===== config.mk =====
export PLATFORM = sky130hd
export DESIGN_NAME = encoder_weight_sink
export DESIGN_NICKNAME = d
export VERILOG_FILES = /design/src/rtl/encoder_weight_sink.sv
export SDC_FILE = /design/constraint.sdc
export NUM_CORES = 1
export LEC_CHECK = 0
export ABC_AREA = 1
export BUFFER_PORTS_ARGS = -buffer_cell sky130_fd_sc_hd__buf_4
export CORE_UTILIZATION = 40
export CTS_CLUSTER_SIZE = 16
export DETAILED_ROUTE_END_ITERATION = 8
export HOLD_SLACK_MARGIN = 0.02
export PLACE_DENSITY_LB_ADDON = 0.05
export RECOVER_POWER = 50
export SLEW_MARGIN = 0
export SYNTH_ARGS = -nofsm -noshare
export SYNTH_HDL_FRONTEND = slang
export SYNTH_SLANG_ARGS = --single-unit

===== constraint.sdc =====
create_clock -name clk -period 4.8 [get_ports clk]
set_clock_uncertainty 0.1 [all_clocks]
set_input_delay 0.96 -clock clk [delete_from_list [all_inputs] [get_ports clk]]
set_output_delay 0.96 -clock clk [all_outputs]
set_load 0.05 [all_outputs]

===== src/rtl/encoder_weight_sink.sv =====
// encoder_weight_sink: valid/ready weight-stream sink into a buffer RAM with a ROM-style read port.
// Optional running lane checksum is built only when WEIGHT_SINK_CHECKSUM_EN is defined.
`default_nettype none

module encoder_weight_sink #(
  parameter int WEIGHT_TENSOR_SIZE_DIM_0 = 32,
  parameter int WEIGHT_TENSOR_SIZE_DIM_1 = 1,
  parameter int WEIGHT_PRECISION_0       = 16,
  parameter int WEIGHT_PRECISION_1       = 3,
  parameter int WEIGHT_PARALLELISM_DIM_0 = 1,
  parameter int WEIGHT_PARALLELISM_DIM_1 = 1,
  parameter int IN_DEPTH   = (WEIGHT_TENSOR_SIZE_DIM_0 * WEIGHT_TENSOR_SIZE_DIM_1) /
                             (WEIGHT_PARALLELISM_DIM_0 * WEIGHT_PARALLELISM_DIM_1),
  parameter int ADDR_WIDTH = $clog2(IN_DEPTH) + 1
) (
  input  logic                          clk,
  input  logic                          rst,
  input  logic [WEIGHT_PRECISION_0-1:0] data_in [WEIGHT_PARALLELISM_DIM_0*WEIGHT_PARALLELISM_DIM_1],
  input  logic                          data_in_valid,
  output logic                          data_in_ready,
  input  logic                          load_start,
  output logic                          load_done,
  output logic [ADDR_WIDTH-1:0]         beat_count,
  input  logic                          ce0,
  input  logic [ADDR_WIDTH-1:0]         address0,
  output logic [WEIGHT_PRECISION_0*WEIGHT_PARALLELISM_DIM_0*WEIGHT_PARALLELISM_DIM_1-1:0] q0,
  output logic [31:0]                   checksum
);

  localparam int LANES  = WEIGHT_PARALLELISM_DIM_0 * WEIGHT_PARALLELISM_DIM_1;
  localparam int DATA_W = WEIGHT_PRECISION_0 * LANES;
  localparam int IDX_W  = (ADDR_WIDTH > 1) ? ADDR_WIDTH - 1 : 1;

  // Fractional width is only metadata for consumers; reject impossible formats at elaboration.
  if (WEIGHT_PRECISION_1 > WEIGHT_PRECISION_0) begin : g_bad_frac_width
    $error("encoder_weight_sink: fractional bits exceed element width");
  end

  typedef enum logic [1:0] {
    IDLE = 2'd0,
    LOAD = 2'd1,
    FULL = 2'd2
  } state_t;

  state_t                state;
  logic [ADDR_WIDTH-1:0] wr_ptr;
  logic [DATA_W-1:0]     ram [IN_DEPTH];
  logic [DATA_W-1:0]     stage1;
  logic [DATA_W-1:0]     packed_in;
  logic                  handshake;
  logic                  accept;
  logic                  last_beat;
  logic                  addr_ok;

  always_comb begin
    packed_in = '0;
    for (int j = 0; j < LANES; j++) begin
      packed_in[j*WEIGHT_PRECISION_0 +: WEIGHT_PRECISION_0] = data_in[j];
    end
  end

  assign handshake = data_in_valid & data_in_ready;
  // A restart request in the same cycle wins over the beat on the bus.
  assign accept    = (state == LOAD) & handshake & ~load_start;
  assign last_beat = (wr_ptr == ADDR_WIDTH'(IN_DEPTH - 1));
  assign addr_ok   = (address0 < ADDR_WIDTH'(IN_DEPTH));

  always_ff @(posedge clk or negedge rst) begin
    if (!rst) begin
      state         <= IDLE;
      wr_ptr        <= '0;
      beat_count    <= '0;
      data_in_ready <= 1'b0;
      load_done     <= 1'b0;
    end else begin
      case (state)
        IDLE: begin
          if (load_start) begin
            state         <= LOAD;
            wr_ptr        <= '0;
            beat_count    <= '0;
            data_in_ready <= 1'b1;
          end
        end
        LOAD: begin
          if (load_start) begin
            wr_ptr     <= '0;
            beat_count <= '0;
          end else if (handshake) begin
            wr_ptr     <= wr_ptr + ADDR_WIDTH'(1);
            beat_count <= beat_count + ADDR_WIDTH'(1);
            if (last_beat) begin
              state         <= FULL;
              data_in_ready <= 1'b0;
              load_done     <= 1'b1;
            end
          end
        end
        FULL: begin
          if (load_start) begin
            state         <= LOAD;
            wr_ptr        <= '0;
            beat_count    <= '0;
            load_done     <= 1'b0;
            data_in_ready <= 1'b1;
          end
        end
        default: begin
          state         <= IDLE;
          data_in_ready <= 1'b0;
          load_done     <= 1'b0;
        end
      endcase
    end
  end

  // Buffer storage carries no reset so it maps onto block RAM.
  always_ff @(posedge clk) begin
    if (accept) begin
      ram[wr_ptr[IDX_W-1:0]] <= packed_in;
    end
  end

  always_ff @(posedge clk or negedge rst) begin
    if (!rst) begin
      stage1 <= '0;
      q0     <= '0;
    end else if (ce0) begin
      stage1 <= addr_ok ? ram[address0[IDX_W-1:0]] : '0;
      q0     <= stage1;
    end
  end

`ifdef WEIGHT_SINK_CHECKSUM_EN
  logic [31:0] lane_sum;
  logic [31:0] sum_acc;

  always_comb begin
    lane_sum = '0;
    for (int j = 0; j < LANES; j++) begin
      lane_sum = lane_sum + 32'(data_in[j]);
    end
  end

  always_ff @(posedge clk or negedge rst) begin
    if (!rst) begin
      sum_acc <= '0;
    end else if (load_start) begin
      sum_acc <= '0;
    end else if (accept) begin
      sum_acc <= sum_acc + lane_sum;
    end
  end

  assign checksum = sum_acc;
`else
  assign checksum = '0;
`endif

endmodule

`default_nettype wire

After elaboration in Yosys (flattened, before gate mapping). Memory sizes are Yosys's and may differ from the RTL's. Index checks and enable logic that the tools add are counted.

$add $sub $neg: 2. $lt $le $gt $ge: 1. Equality and inequality tests: 9. Mux-type cells: 25. Bitwise logic cells: 5. Reduce and logical (&&, ||, !) cells: 6.

Operators by type and width (number): $mux 6 (5); $pmux 6 s2 (2); $mux 16 (1); $add 6x1->6 const B (2); $mux 1 (10); $mux 2 (4); $ne 2x2->1 const B (4); $eq 6x5->1 const B (1); $lt 6x6->1 const B (1); $reduce_and 5->1 (1); $pmux 2 s2 (1); $reduce_and 4->1 (1); $and 1x1->1 (3); $ne 3x3->1 const B (1); $pmux 1 s3 (1); $reduce_and 3->1 (1); $eq 2x1->1 const B (1); $eq 2x2->1 const B (1); $logic_not 2->1 (1); $ne 2x1->1 const B (1); $not 1->1 (2); $pmux 1 s2 (1); $reduce_bool 2->1 (1); $reduce_or 2->1 (1).

Bits in registers: 48. Bits in writable memories: 512. Input bits: 27. Word-level logic and storage cells: 56. Memories: 1.

Memory list: ram (words 32, bits a word 16, read ports 1, clocked after memory_dff 0, write ports 1, RTL line 47) `logic [DATA_W-1:0] ram [IN_DEPTH];`.

Depth between registers and ports, before layout. Gate-level depths: netlist of run 1.

Depth in word-level cells: 5. Mapped depth: 12. Gate-level depth less buffers: 9.

Worst setup path after synthesis of run 1. OpenSTA, ideal clock, no wires.

Path type: in2reg. Start: in load_start. End: mem ram[0][0] in the netlist's numbering, enable pin. Setup time: 388 ps. Data arrival time: 2267 ps. Data required time: 4312 ps. Setup slack: 2045 ps. Stages: 6. Buffers on the path: 1. Cell sequence: buf_2 -> nor2_1 -> nand2_1 -> inv_1 -> nand2_1 -> nor2_1.

Longest elaborated chain between the ends: 4.

RTL lines: start, declared (RTL line 21) `input logic load_start,`; $not 1->1 (RTL line 64) `assign accept = (state == LOAD) & handshake & ~load_start;`; $and 1x1->1 (RTL line 64); $mux 1 (RTL line 119) `if (accept) begin`; $mux 1 (implied by the code) (RTL line 120) `ram[wr_ptr[IDX_W-1:0]] <= packed_in;`; end, declared (RTL line 47).

Every way passes these cells.

==> results.toml, run 1 <==
[synth]
avgSynthCellArea_um2 = 11.56
synth_seq_cells = 560
synth_seq_area_share = 0.7172
synth_area_mm2 = 0.02311
synthDistinctLibCells = 29
netlist_instances = 2000
ys_warn_count = 0

[placement]
routabilityCongestion = 0.7665
portBuffers = 50
placed_area_mm2 = 0.02398
hpwlAfterDp_um = 34720

[layout]
finalNetCount = 2077
fillers = 5231
area_delta_synth_final_pct = 12.02
multiInputGateArea_mm2 = 0.005538
n_antenna_cell = 0
design_area_mm2 = 0.02589
drive_gt1_frac = 0.08401
regArea_mm2 = 0.01658

[floorplanning]
core-area_mm2 = 0.05671
initial_core_util = 0.4075
dieHeight_um = 242.4
die_area_mm2 = 0.05875
die_w_um = 242.4
rows = 87
io_pins = 83

[timing]
fin_crit_sh = 0.6395
max_slew_margin = -0.9676
finalCriticalPeriod_ns = 3.070
finalSetupViolCount = 0
finalHoldViolCount = 0
rsz0062_at_grt = "no"
slew_violations = 610
tightest_slew_ns = 2.951
timing.setup.tns_ns = 0
fmax_ghz = 0.3258

[power_and_ir_drop]
switching_share = 0.2319
p_leak_nw = 9.728
ir_worst_vdd_mv = 0.3723
cellPowerDensity_mw_per_mm2 = 415.7
p_clk_frac = 0.434
p_seq_frac = 0.500
comb_power_share = 0.066
internal-power_mw = 8.267
switchingPower_mw = 2.495

[route]
routed_wirelength_um = 64880
viasPerCell = 5.172
wl_per_cell_um = 22.76
ant_nets = 0
first_iter_violations = 1402
vias = 14750
drc = 0
drt-pass1-iter-count = 5

[worst_setup_path]
crit_buf_inv = 1
path_class = "in -> async"
critPathRequiredTime_ns = 4.78
max_stage_delay_ns = 2.04
slowest_stage = "clkbuf_1"
critPathTopFamily = "buffers and inverters"
cp-start-kind = "input pin"
end_kind = "asynchronous set/reset pin"
worstPathCellList = "clkbuf_1"
arrival_ns = 3.05
path_max_fanout = 48

[job]
cap_violations = 18

[clock_network]
cts.repair.resized = 0
cts_num_sinks = 560
clockRootBuffer = "clkbuf_16"
cts.reportedPaths.clkPinSlew_ns = 0.06
hold_buffers = 0
cts_tree = "built"
h-tree-depth = 2
cts_setup_buffers = 0
clk_latency_ns = 0.62
clockBufferDepth = 3
numCtsBuffers = 60

[global_route]
grt_overflow = 0
first_global_vias = 14170
grt_max_degree = 129
grt_usage = 0.2213
antenna_found_initial = 2
grt_pass1_wl_um = 96060

[outcome]
status = "finished with violations"
violations = "max-capacitance violations, max-slew violations"

[hold_path]
hold_path.class = "reg -> reg"
==> layout make-up <==
cell class,instances,share of cell area
timing repair buffer,100,0.02890
multi-input combinational,1300,0.2139
sequential,560,0.6402
tap,756,0.03653
clock inverter,36,0.01237
inverter,23,0.003721
clock buffer,76,0.06437
==> power by group through the flow <==
stage	sequential, mW	combinational [mW]	clock [mW]
floorplan	5.52	0.420	0
finish	5.38	0.715	4.67
CTS	5.37	0.729	4.78
detailed placement	5.48	0.727	0
global placement	5.48	0.725	0
global route	5.38	0.778	4.96
==> per-layer routing <==
metal	vias up	wire length, µm	track usage
li1	6947	-	-
met1	7377	31070	0.3309
met2	344	29040	0.3331
met3	78	3144	0.03279
met4	0	1629	0.06478
met5	-	0	0
==> layout by cell type, fill, tap and decap left out <==
cell type and n:
nand3_1 439, a21oi_1 5, inv_2 1, o21ai_1 1
ha_1 5, inv_4 1, clkbuf_8 3, clkbuf_1 29
a21oi_2 1, inv_8 1, edfxtp_1 512, clkinv_8 1
inv_1 20, a211oi_1 1, nand4_1 1, xor2_1 2
dfrtp_1 48, o22ai_1 1, nor2_1 45, buf_12 5
buf_4 75, nand3b_1 1, clkinv_1 17, bufinv_16 6
a21o_1 1, conb_1 32, clkbuf_16 64, o211ai_1 1
nand2_1 752, nor3_1 2, nor2_2 6, o21ai_0 4
clkinv_2 12
==> synthesized netlist by cell type <==
library cell / count / share of area
clkbuf_1: 13 / 0.0021
a21oi_2: 1 / 0.00038
conb_1: 1 / 0.00016
dfrtp_1: 48 / 0.052
inv_2: 1 / 0.00016
nand3_1: 439 / 0.095
inv_6: 1 / 0.00038
a211oi_1: 1 / 0.00032
nand4_1: 1 / 0.00027
o22ai_1: 1 / 0.00027
nand2_1: 752 / 0.12
o21ai_0: 4 / 0.00087
ha_1: 5 / 0.0027
a21o_1: 1 / 0.00032
buf_6: 24 / 0.012
xor2_1: 2 / 0.00076
edfxtp_1: 512 / 0.67
nor2_2: 1 / 0.00027
o21ai_1: 1 / 0.00022
nand3b_1: 1 / 0.00032
buf_1: 11 / 0.0018
inv_1: 21 / 0.0034
buf_4: 62 / 0.020
nor3_1: 2 / 0.00043
a21oi_1: 5 / 0.0011
o211ai_1: 1 / 0.00032
buf_8: 2 / 0.0013
nor2_1: 50 / 0.0081
buf_2: 36 / 0.0078
==> sequential cells by signal, summed over array words and instances, names as in the netlist <==
name / cells
ram: 512
q0: 16
stage1: 16
beat_count: 6
wr_ptr: 6
state: 2
data_in_ready: 1
load_done: 1
==> path summary, 6_finish.rpt <==
check,from,slack (ns),end,cells after the start
setup reg to reg,state[0],2.20,ram[21][13],7
hold reg to reg,stage1[7],0.37,q0[7],2
hold / removal,stage1[7],0.37,q0[7],2
max in group clk,address0[0],1.84,stage1[14],11
min in group asynchronous,rst,1.19,stage1[8],1
setup / recovery,rst,1.73,wr_ptr[0],1
==> through the flow <==
step	utilization	hold WS, ns	std cells	setup WS, ns	total power [mW]
after detailed placement	0.4228	0.3632	2739	1.181	6.202
after global placement	0.4228	0.3556	2739	1.187	6.201
final	0.4565	0.3683	2851	1.730	10.76
after global routing	0.4565	0.3945	2851	1.197	11.12
after floorplan	-	0.3471	2031	2.045	5.943
after CTS	0.4578	0.2756	2851	1.864	10.88
==> kinds of logic (layout without fill, tap and decap cells) <==
kind of cell / Yosys count / after routing / share of synthesized area
buf+inv: 171 / 235 / 0.04878
compound gates: 15 / 15 / 0.003790
other cells: 1 / 32 / 0.0001623
simple gates: 1246 / 1246 / 0.2266
fa+ha+maj: 5 / 5 / 0.002707
xor+xnor: 2 / 2 / 0.0007580
flops: 560 / 560 / 0.7172
(Power assumes the default switching activity.)
==> inputs of run 2 (changes only) <==
ABC_AREA = 0   (was 1)
clock period = 3.1 ns   (was 4.8 ns; I/O delays follow)
==> run 2 against run 1 <==
Against the previous run:
- cell count down 28%
- critical path depth up 3
- critical path type is now in -> reg
- design area down 1.3%
- worst hold slack worse by 0.24 ns
- highest routed layer unchanged
- the run still ends with max-capacitance violations, max-slew violations left
==> results.toml, run 2 <==
[synth]
avgSynthCellArea_um2 = 18.95
synth_common_cells = "edfxtp_1, mux2i_1, mux4_2"
synth_edf_count = 512
ys.flop_type = "edfxtp_1"
synth_top_area_frac = 0.6942
synth_area_mm2 = 0.02215
synth_top_area_cell = "edfxtp_1"
ys_warn_count = 0
synth.top_cells.by_area = "edfxtp_1, mux4_2, mux2i_1, dfrtp_1, mux2_2"
netlist_instances = 1169
synthArstFlopShare = 0.08571
synth_seq_cells = 560
synth_seq_area_share = 0.7484
yosysMostFrequentCell = "edfxtp_1"
synthDistinctLibCells = 41

[global_route]
grt_overflow = 0
grt_max_degree = 49
antenna_found_initial = 0
grt_usage = 0.2018
grt_pass1_wl_um = 80760
first_global_vias = 11440

[worst_setup_path]
slowest_stage = "clkbuf_1"
r2r-end = "ram[18][4]"
max_stage_delay_ns = 1.01
arrival_ns = 3.00
r2r_slack_ns = 0.80
cp-startpoint = "ce0"
rr_startpoint = "state[0]"
path_max_fanout = 18
cp-start-kind = "input pin"
path_class = "in -> reg"
end_kind = "flop"
reg2regPathDepth = 5
worstPathCellList = "clkbuf_1 -> nand2b_1 -> a221oi_1 -> a22o_1"
crit_end = "stage1[14]"
critPathRequiredTime_ns = 3.54

[clock_network]
cts.repair.resized = 0
clockBufferDepth = 3
cts.reportedPaths.clkPinSlew_ns = 0.06
cts_num_sinks = 560
clockRootBuffer = "clkbuf_16"
numCtsBuffers = 59
h-tree-depth = 2
clk_latency_ns = 0.61
cts_tree = "built"

[outcome]
violations = "max-capacitance violations, max-slew violations"
status = "finished with violations"

[layout]
fillers = 4619
regArea_mm2 = 0.01658
largest_reg_flops = 512
mostFrequentLayoutCell = "edfxtp_1"
area_delta_synth_final_pct = 15.38
design_area_mm2 = 0.02555
drive_gt1_frac = 0.2494
final_core_util = 0.4711
layout_common_cells = "edfxtp_1, mux2i_1, buf_4"
finalNetCount = 1335
final_cells = 2049
multiInputGateArea_mm2 = 0.005132

[placement]
place_inst = 1937
portBuffers = 50
routabilityCongestion = 0.7471
place_ws_ns = 0.2874
hpwlAfterDp_um = 33150
placed_area_mm2 = 0.02379

[floorplanning]
dieHeight_um = 237.3
die_w_um = 237.3
rows = 85
initial_core_util = 0.4083
io_pins = 83
core-area_mm2 = 0.05424
die_area_mm2 = 0.05631

[power_and_ir_drop]
ir_worst_vdd_mv = 0.4366
p_total_mw = 16.43
p_leak_nw = 8.831
cellPowerDensity_mw_per_mm2 = 642.9

[timing]
hold_ws_ns = 0.1329
slew_violations = 578
finalHoldViolCount = 0
timing.setup.tns_ns = 0
max_slew_margin = -0.3195
fin_crit_sh = 0.8256
fmax_ghz = 0.3907
rsz0062_at_grt = "no"
finalSetupViolCount = 0
finalCriticalPeriod_ns = 2.559
setup_ws_ns = 0.5406
tightest_slew_ns = 1.979

[route]
routed_wirelength_um = 55760
wl_per_cell_um = 27.21
ant_nets = 0
vias = 11020
first_iter_violations = 805
drt-pass1-iter-count = 5
drc = 0
viasPerCell = 5.379

[hold_path]
hold_path.class = "in -> reg"
hp-start = "load_start"

[job]
cap_violations = 17
## run 2: routing by layer
metal / routed length [µm] / GRT usage / share of wire
met1: 25420 / 0.2814 / 0.46
met4: 1640 / 0.07097 / 0.029
met3: 2142 / 0.02787 / 0.038
met5: 0 / 0 / 0
met2: 26550 / 0.3255 / 0.48
## run 2: final cells by class
class / count / share of cell area
Sequential cell: 560 / 0.6486
Multi-Input combinational cell: 539 / 0.2008
Clock buffer: 85 / 0.06483
Timing Repair Buffer: 137 / 0.04441
Tap cell: 696 / 0.03408
Clock inverter: 24 / 0.006120
Inverter: 6 / 0.0008813
Antenna cell: 2 / 0.0001958
## run 2: timing repair
| action | CTS | global route |
|---|---|---|
| hold endpoints to repair | 48 | 0 |
| endpoints found under the setup margin | 0 | 0 |
| buffers inserted | 0 | 0 |
| hold buffers | 1 | 0 |
## run 2: how the worst min path moves through the flow
stage               endpoint  slack [ns]  cells after the start
6_report            state[1]        0.13                      2
3_3_place_gp       wr_ptr[5]        0.38                      1
2_1_floorplan  beat_count[0]        0.22                      0
5_1_grt             state[1]        0.11                      2
3_5_place_dp      stage1[10]        0.38                      1
4_1_cts             state[1]        0.10                      2
## run 2: critical path, delay by kind of cell
| family | cells | cell delay, ns |
|---|---|---|
| AO/OA/AOI/OAI | 2 | 0.88 |
| AND/OR/NAND/NOR | 1 | 0.48 |
| buffers and inverters | 1 | 1.01 |
## run 2: logic make-up after synthesis
family / after synthesis / synth area share
DFF: 560 / 0.7484
muxes: 242 / 0.1480
AOI/OAI and AO/OA: 141 / 0.04904
and+or+nand+nor: 119 / 0.02378
buffers and inverters: 101 / 0.02780
adders and majority gates: 5 / 0.002825
other: 1 / 0.0001693
## run 2: report_power, final
part / internal [mW] / switching [mW] / total (mW)
clock: 3.84 / 2.82 / 6.66
sequential: 8.40 / 0.0951 / 8.49
combinational: 0.416 / 0.856 / 1.27
total: 12.7 / 3.77 / 16.4
